[config.mk]
export PLATFORM = sky130hd
export DESIGN_NAME = seven_segment_scanner
export DESIGN_NICKNAME = d
export VERILOG_FILES = /design/src/rtl/seven_segment_scanner.sv
export SDC_FILE = /design/constraint.sdc
export NUM_CORES = 1
export LEC_CHECK = 0
export CORE_MARGIN = 8
export CORE_UTILIZATION = 63
export CTS_CLUSTER_DIAMETER = 30
export DETAILED_ROUTE_END_ITERATION = 12
export DONT_BUFFER_PORTS = 1
export GPL_TIMING_DRIVEN = 0
export PLACE_DENSITY = 0.89
export SETUP_SLACK_MARGIN = 0.05
export SYNTH_ARGS = -nofsm -noshare
export SYNTH_HDL_FRONTEND = slang
export SYNTH_SLANG_ARGS = --single-unit
[constraint.sdc]
create_clock -name clk -period 2.85 [get_ports clk]
set_clock_uncertainty 0.05 [all_clocks]
set_input_delay 0.57 -clock clk [delete_from_list [all_inputs] [get_ports clk]]
set_output_delay 0.57 -clock clk [all_outputs]
set_load 0.01 [all_outputs]
[src/rtl/seven_segment_scanner.sv]
// seven_segment_scanner: binary to BCD via iterative double-dabble,
// then a round-robin 4-digit scan with optional leading-zero blanking.
module seven_segment_scanner #(
  parameter int BIN_W       = 16,
  parameter int DIGITS      = 4,
  parameter int REFRESH_DIV = 50000
) (
  input  logic              clk,
  input  logic              rst_n,
  input  logic [BIN_W-1:0]  in_value,
  input  logic              in_valid,
  output logic              in_ready,
  input  logic              blank_lz,
  output logic              busy,
  output logic              ovf,
  output logic [3:0]        digit,
  output logic [DIGITS-1:0] anode_n
);

  localparam int SR_W = 16 + BIN_W;
  localparam int CW   = $clog2(BIN_W + 1);
  localparam int PW   = $clog2(REFRESH_DIV);
  localparam int XW   = (BIN_W > 14) ? BIN_W : 14;

  generate
    if (DIGITS != 4) begin : g_bad_digits
      $error("seven_segment_scanner: DIGITS must be 4");
    end
    if (REFRESH_DIV < 2) begin : g_bad_div
      $error("seven_segment_scanner: REFRESH_DIV must be >= 2");
    end
  endgenerate

  typedef enum logic [1:0] {
    IDLE,
    CONV,
    LOAD
  } state_t;

  state_t            state;
  logic [SR_W-1:0]   sr;
  logic [SR_W-1:0]   sr_adj;
  logic [CW-1:0]     cnt;
  logic [15:0]       disp;
  logic [XW-1:0]     in_ext;
  logic              sat;
  logic [BIN_W-1:0]  operand;

  assign in_ready = (state == IDLE);
  assign busy     = (state != IDLE);

  // Values above four decimal digits are clamped to 9999.
  assign in_ext  = XW'(in_value);
  assign sat     = in_ext > XW'(9999);
  assign operand = sat ? BIN_W'(9999) : in_value;

  always_comb begin
    sr_adj = sr;
    for (int k = 0; k < 4; k++) begin
      if (sr[BIN_W+4*k +: 4] >= 4'd5) begin
        sr_adj[BIN_W+4*k +: 4] = sr[BIN_W+4*k +: 4] + 4'd3;
      end
    end
  end

  always_ff @(posedge clk or negedge rst_n) begin
    if (!rst_n) begin
      state <= IDLE;
      sr    <= '0;
      cnt   <= '0;
      disp  <= '0;
      ovf   <= 1'b0;
    end else begin
      unique case (state)
        IDLE: begin
          if (in_valid) begin
            sr    <= {16'd0, operand};
            cnt   <= '0;
            ovf   <= sat;
            state <= CONV;
          end
        end
        CONV: begin
          sr  <= {sr_adj[SR_W-2:0], 1'b0};
          cnt <= cnt + CW'(1);
          if (cnt == CW'(BIN_W - 1)) begin
            state <= LOAD;
          end
        end
        LOAD: begin
          disp  <= sr[SR_W-1 -: 16];
          state <= IDLE;
        end
        default: state <= IDLE;
      endcase
    end
  end

  logic [PW-1:0] pre;
  logic [1:0]    idx;
  logic [1:0]    idx_n;
  logic          wrap;
  logic [3:0]    nib_n;
  logic          hi_zero;
  logic          blank_n;
  logic [3:0]    onehot_n;

  assign wrap  = (pre == PW'(REFRESH_DIV - 1));
  assign idx_n = wrap ? idx + 2'd1 : idx;

  // Outputs follow the index the slot will hold after this edge.
  always_comb begin
    nib_n    = disp[3:0];
    hi_zero  = 1'b0;
    onehot_n = 4'b1110;
    unique case (idx_n)
      2'd0: begin
        nib_n    = disp[3:0];
        hi_zero  = 1'b0;
        onehot_n = 4'b1110;
      end
      2'd1: begin
        nib_n    = disp[7:4];
        hi_zero  = (disp[15:4] == 12'd0);
        onehot_n = 4'b1101;
      end
      2'd2: begin
        nib_n    = disp[11:8];
        hi_zero  = (disp[15:8] == 8'd0);
        onehot_n = 4'b1011;
      end
      2'd3: begin
        nib_n    = disp[15:12];
        hi_zero  = (disp[15:12] == 4'd0);
        onehot_n = 4'b0111;
      end
      default: begin
        nib_n    = disp[3:0];
        hi_zero  = 1'b0;
        onehot_n = 4'b1110;
      end
    endcase
  end

  assign blank_n = blank_lz & hi_zero;

  always_ff @(posedge clk or negedge rst_n) begin
    if (!rst_n) begin
      pre     <= '0;
      idx     <= 2'd0;
      digit   <= 4'd0;
      anode_n <= DIGITS'(4'b1110);
    end else begin
      pre     <= wrap ? '0 : pre + PW'(1);
      idx     <= idx_n;
      digit   <= nib_n;
      anode_n <= DIGITS'(blank_n ? 4'b1111 : onehot_n);
    end
  end

endmodule

==> metrics.md <==
| Metric | Value |
|---|---|
| Adder-Cell Fraction of Synth Area | `under 10%` |
| Syn Nets | `425` |
| Relative slew slack | `55.6%` |
| Ratio of cells with drive above 1 in the final layout | `about an eighth` |
| Period utilization | `86.8%` |
| Finished Core Util | `between 60 and 70%` |
| CTS resizes | `0` |
| Post-synthesis mux area share | `7.45%` |
| Clock Pin Slew Worst Setup and Hold Paths | `0.07 ns` |
| Worst slack at placement | `0.430 ns` |
| Vias in the first global route | `approximately 3000` |
| Syn avg cell area | `10.4 sq um` |
| Largest net degree at the start of global routing | `80` |
| Most common cell after layout, fill and taps aside | `dfrtp_1` |
| Clock tree sinks | `82` |
| Initial DRC count | `199` |
| Critical path class | `flip-flop to flip-flop` |
| TritonCTS clock tree | `done` |
| Antenna diodes | `0` |
| Min cycle time layout | `roughly 2.5 ns` |
| Final number of max-transition violations | `0` |
| Area Overhead vs Synth | `7.00%` |
| Post-CTS Setup Bufs | `0` |
| DR DRC count | `0` |
| Placed Instances | `471` |
| YS warnings | `0` |
| Status | `completed` |
| Critical path peak fanout | `10` |
| First-pass GRT wire length | `14400 um` |
| GRT Total Usage | `18.7%` |
| Post-synthesis compound-gate area fraction | `14.0%` |
| Final WL | `8400 um` |
| Vias | `3033` |
| Setup crit end kind | `flip-flop` |
| Post-synthesis cell type count | `45` |
| Worst vdd ir | `approximately 0.9 mV` |
| Buffer depth of the longest clock path | `2` |
| DRT Pass-1 Iters | `4` |
| Gpl congestion | `0.888` |
| Worst Hold Class | `input port to asynchronous set/reset pin` |
| Pwr Density | `921 nW/um^2` |
| # setup viols final | `0` |
| Routed Antenna Nets | `0` |
| Ports | `31` |
| Grt total ovfl | `0` |
| CTS hold repair buffers | `1` |
| Non-Filler Instances | `488` |
| Max Cap Viol | `0` |
| Hpwl dp | `5780 um` |
| Worst Tran Pin Value | `0.662 ns` |
| Wire per inst | `17.2 um` |
| H-tree depth | `3` |
| Antenna violations before repair | `0` |
| Final worst slack | `0.377 ns` |
| Mapped Cells | `~390` |
| Pleak | `roughly 1.9 nW` |
| Max Fclk | `404 MHz` |
| Mapped cell area | `4100 sq um` |
| Initial Util | `around 65%` |
| Worst-path cell chain | `or4b_4 > nor4_4 > buf_6 > mux2i_1 > o211ai_1` |
| Post-synthesis sequential area ratio | `50.2%` |
| Synth Register Bits | `about 80` |
| Startpoint types | `flip-flop` |
| Setup TNS | `0 ns` |
| Most frequent cells in the layout | `dfrtp_1 (79), nand2_1 (43), o21ai_0 (35)` |
| Xor/xnor share of the synthesized area | `4.74%` |
| Critical path's largest stage delay | `just under 0.6 ns` |
| Synth Area in Simple Gates | `16.8%` |
| WP data required | `3.02 ns` |
| Final Hold Fails | `0` |
| Die footprint | `9340 sq um` |
| Clk_lat worst skew | `0.36 ns` |
| RSZ-0062 raised after global routing | `false` |
| I/O Buffers | `0` |
| CTS Root Cell | `clkbuf_8` |
| Largest family of logic cells by synthesized area | `simple AND/OR/NAND/NOR gates` |
| Core Box Area | `~6300 sq um` |
| Final Power | `4.04 mW` |
| Die height | `between 90 and 100 um` |
| Die Wd | `96.6 um` |
| Cell row count | `29` |
| Via density | `6.22` |
| Nets@finish | `438` |
| Crit-path slowest cell | `nor4_4` |
| Crit path DAT | `2.64 ns` |
| Clock buffer count from CTS | `9` |
through the flow:
step | area [sq um] | hold WS (ns)
global route | 4380 | 0.0691
CTS | 4370 | 0.00191
detailed placement | 4190 | 0.227
finish | 4380 | 0.0592
global placement | 4190 | 0.227
floorplan | 4100 | 0.224
sequential cells by signal (all words and copies together) (netlist names):
name / count
pre: 16
anode_n: 4
cnt: 5
ovf: 1
digit: 4
sr: 32
state: 2
disp: 16
idx: 2
where the power goes:
part | switching (mW) | leakage (nW) | total [mW] | internal (mW)
combinational | 0.834 | 0.758 | 1.49 | 0.653
sequential | 0.312 | 1.03 | 1.86 | 1.54
clock | 0.385 | 0.0762 | 0.695 | 0.309
total | 1.53 | 1.86 | 4.04 | 2.51
synth_stat cells:
| master | count | area (sq um) |
|---|---|---|
| nor3_1 | 2 | 10.0 |
| nor4_1 | 2 | 12.5 |
| or3b_2 | 1 | 8.76 |
| nand3_1 | 24 | 120 |
| dfrtp_1 | 79 | 1980 |
| and4_1 | 4 | 35.0 |
| o21ai_0 | 35 | 175 |
| nand4bb_1 | 1 | 11.3 |
| nor2b_1 | 8 | 50.1 |
| nand4_1 | 2 | 12.5 |
| dfstp_2 | 3 | 78.8 |
| or3_1 | 4 | 25.0 |
| a21oi_2 | 1 | 8.76 |
| a41o_1 | 1 | 10.0 |
| ha_1 | 11 | 138 |
| clkbuf_1 | 16 | 60.1 |
| nor2_1 | 15 | 56.3 |
| xnor2_1 | 8 | 70.1 |
| a211oi_1 | 6 | 45.0 |
| o31ai_1 | 8 | 60.1 |
| a22o_1 | 6 | 52.6 |
| or4b_4 | 1 | 13.8 |
| mux2i_1 | 8 | 80.1 |
| and3_1 | 2 | 12.5 |
| nor4_4 | 1 | 21.3 |
| or2_2 | 2 | 12.5 |
| inv_2 | 1 | 3.75 |
| buf_1 | 2 | 7.51 |
| or4bb_1 | 1 | 11.3 |
| inv_1 | 11 | 41.3 |
| a21oi_1 | 17 | 85.1 |
| a31oi_1 | 1 | 6.26 |
| o211ai_1 | 5 | 37.5 |
| a31o_2 | 6 | 52.6 |
| buf_6 | 2 | 22.5 |
| xor2_4 | 1 | 27.5 |
| mux2_2 | 20 | 225 |
| or4_1 | 2 | 15.0 |
| a32o_1 | 4 | 40.0 |
| xor2_1 | 11 | 96.3 |
| nor3b_2 | 1 | 12.5 |
| nand2_1 | 43 | 161 |
| clkbuf_2 | 1 | 5.00 |
| and2_1 | 3 | 18.8 |
| nand2b_1 | 11 | 68.8 |
layout make-up:
class                      instances  area, sq um
timing repair buffer               2         37.5
inverter                          12         45.0
clock buffer                      12          135
tap                               77         96.3
multi-input combinational        279         1900
buffer                            21         95.1
sequential                        82         2060
fill                             469         1930
clock inverter                     3         17.5
worst max-delay path, delay by kind of cell (launching register included):
kind,cells,cell delay [ns]
flops,1,0.44
buf+inv,1,0.26
simple gates,2,1.16
compound gates,1,0.14
mux,1,0.28
layer usage:
metal,vias up,track usage [%],wire (um)
met5,-,0,0
met4,0,9.47,232
met3,23,6.12,461
met2,73,30.5,4190
met1,1512,21.4,3520
li1,1425,-,-
logic make-up after synthesis:
| logic type | after synthesis |
|---|---|
| AOI/OAI and AO/OA | 90 |
| xor gates and xnor gates | 20 |
| adders and majority gates | 11 |
| buffers and inverters | 33 |
| DFF | 82 |
| muxes | 28 |
| and+or+nand+nor | 130 |
path summary, 6_finish.rpt:
kind	start	end	slack, ns	cells past startpoint
hold / removal	rst_n	pre[7]	0.06	1
max in group asynchronous	rst_n	anode_n[3]	2.11	1
hold reg to reg	pre[0]	pre[0]	0.43	1
setup / recovery	pre[4]	digit[3]	0.38	5
min in group clk	blank_lz	anode_n[3]	0.29	2
setup reg to reg	pre[4]	digit[3]	0.38	5
Note: power is estimated with default switching activity, not from simulation.
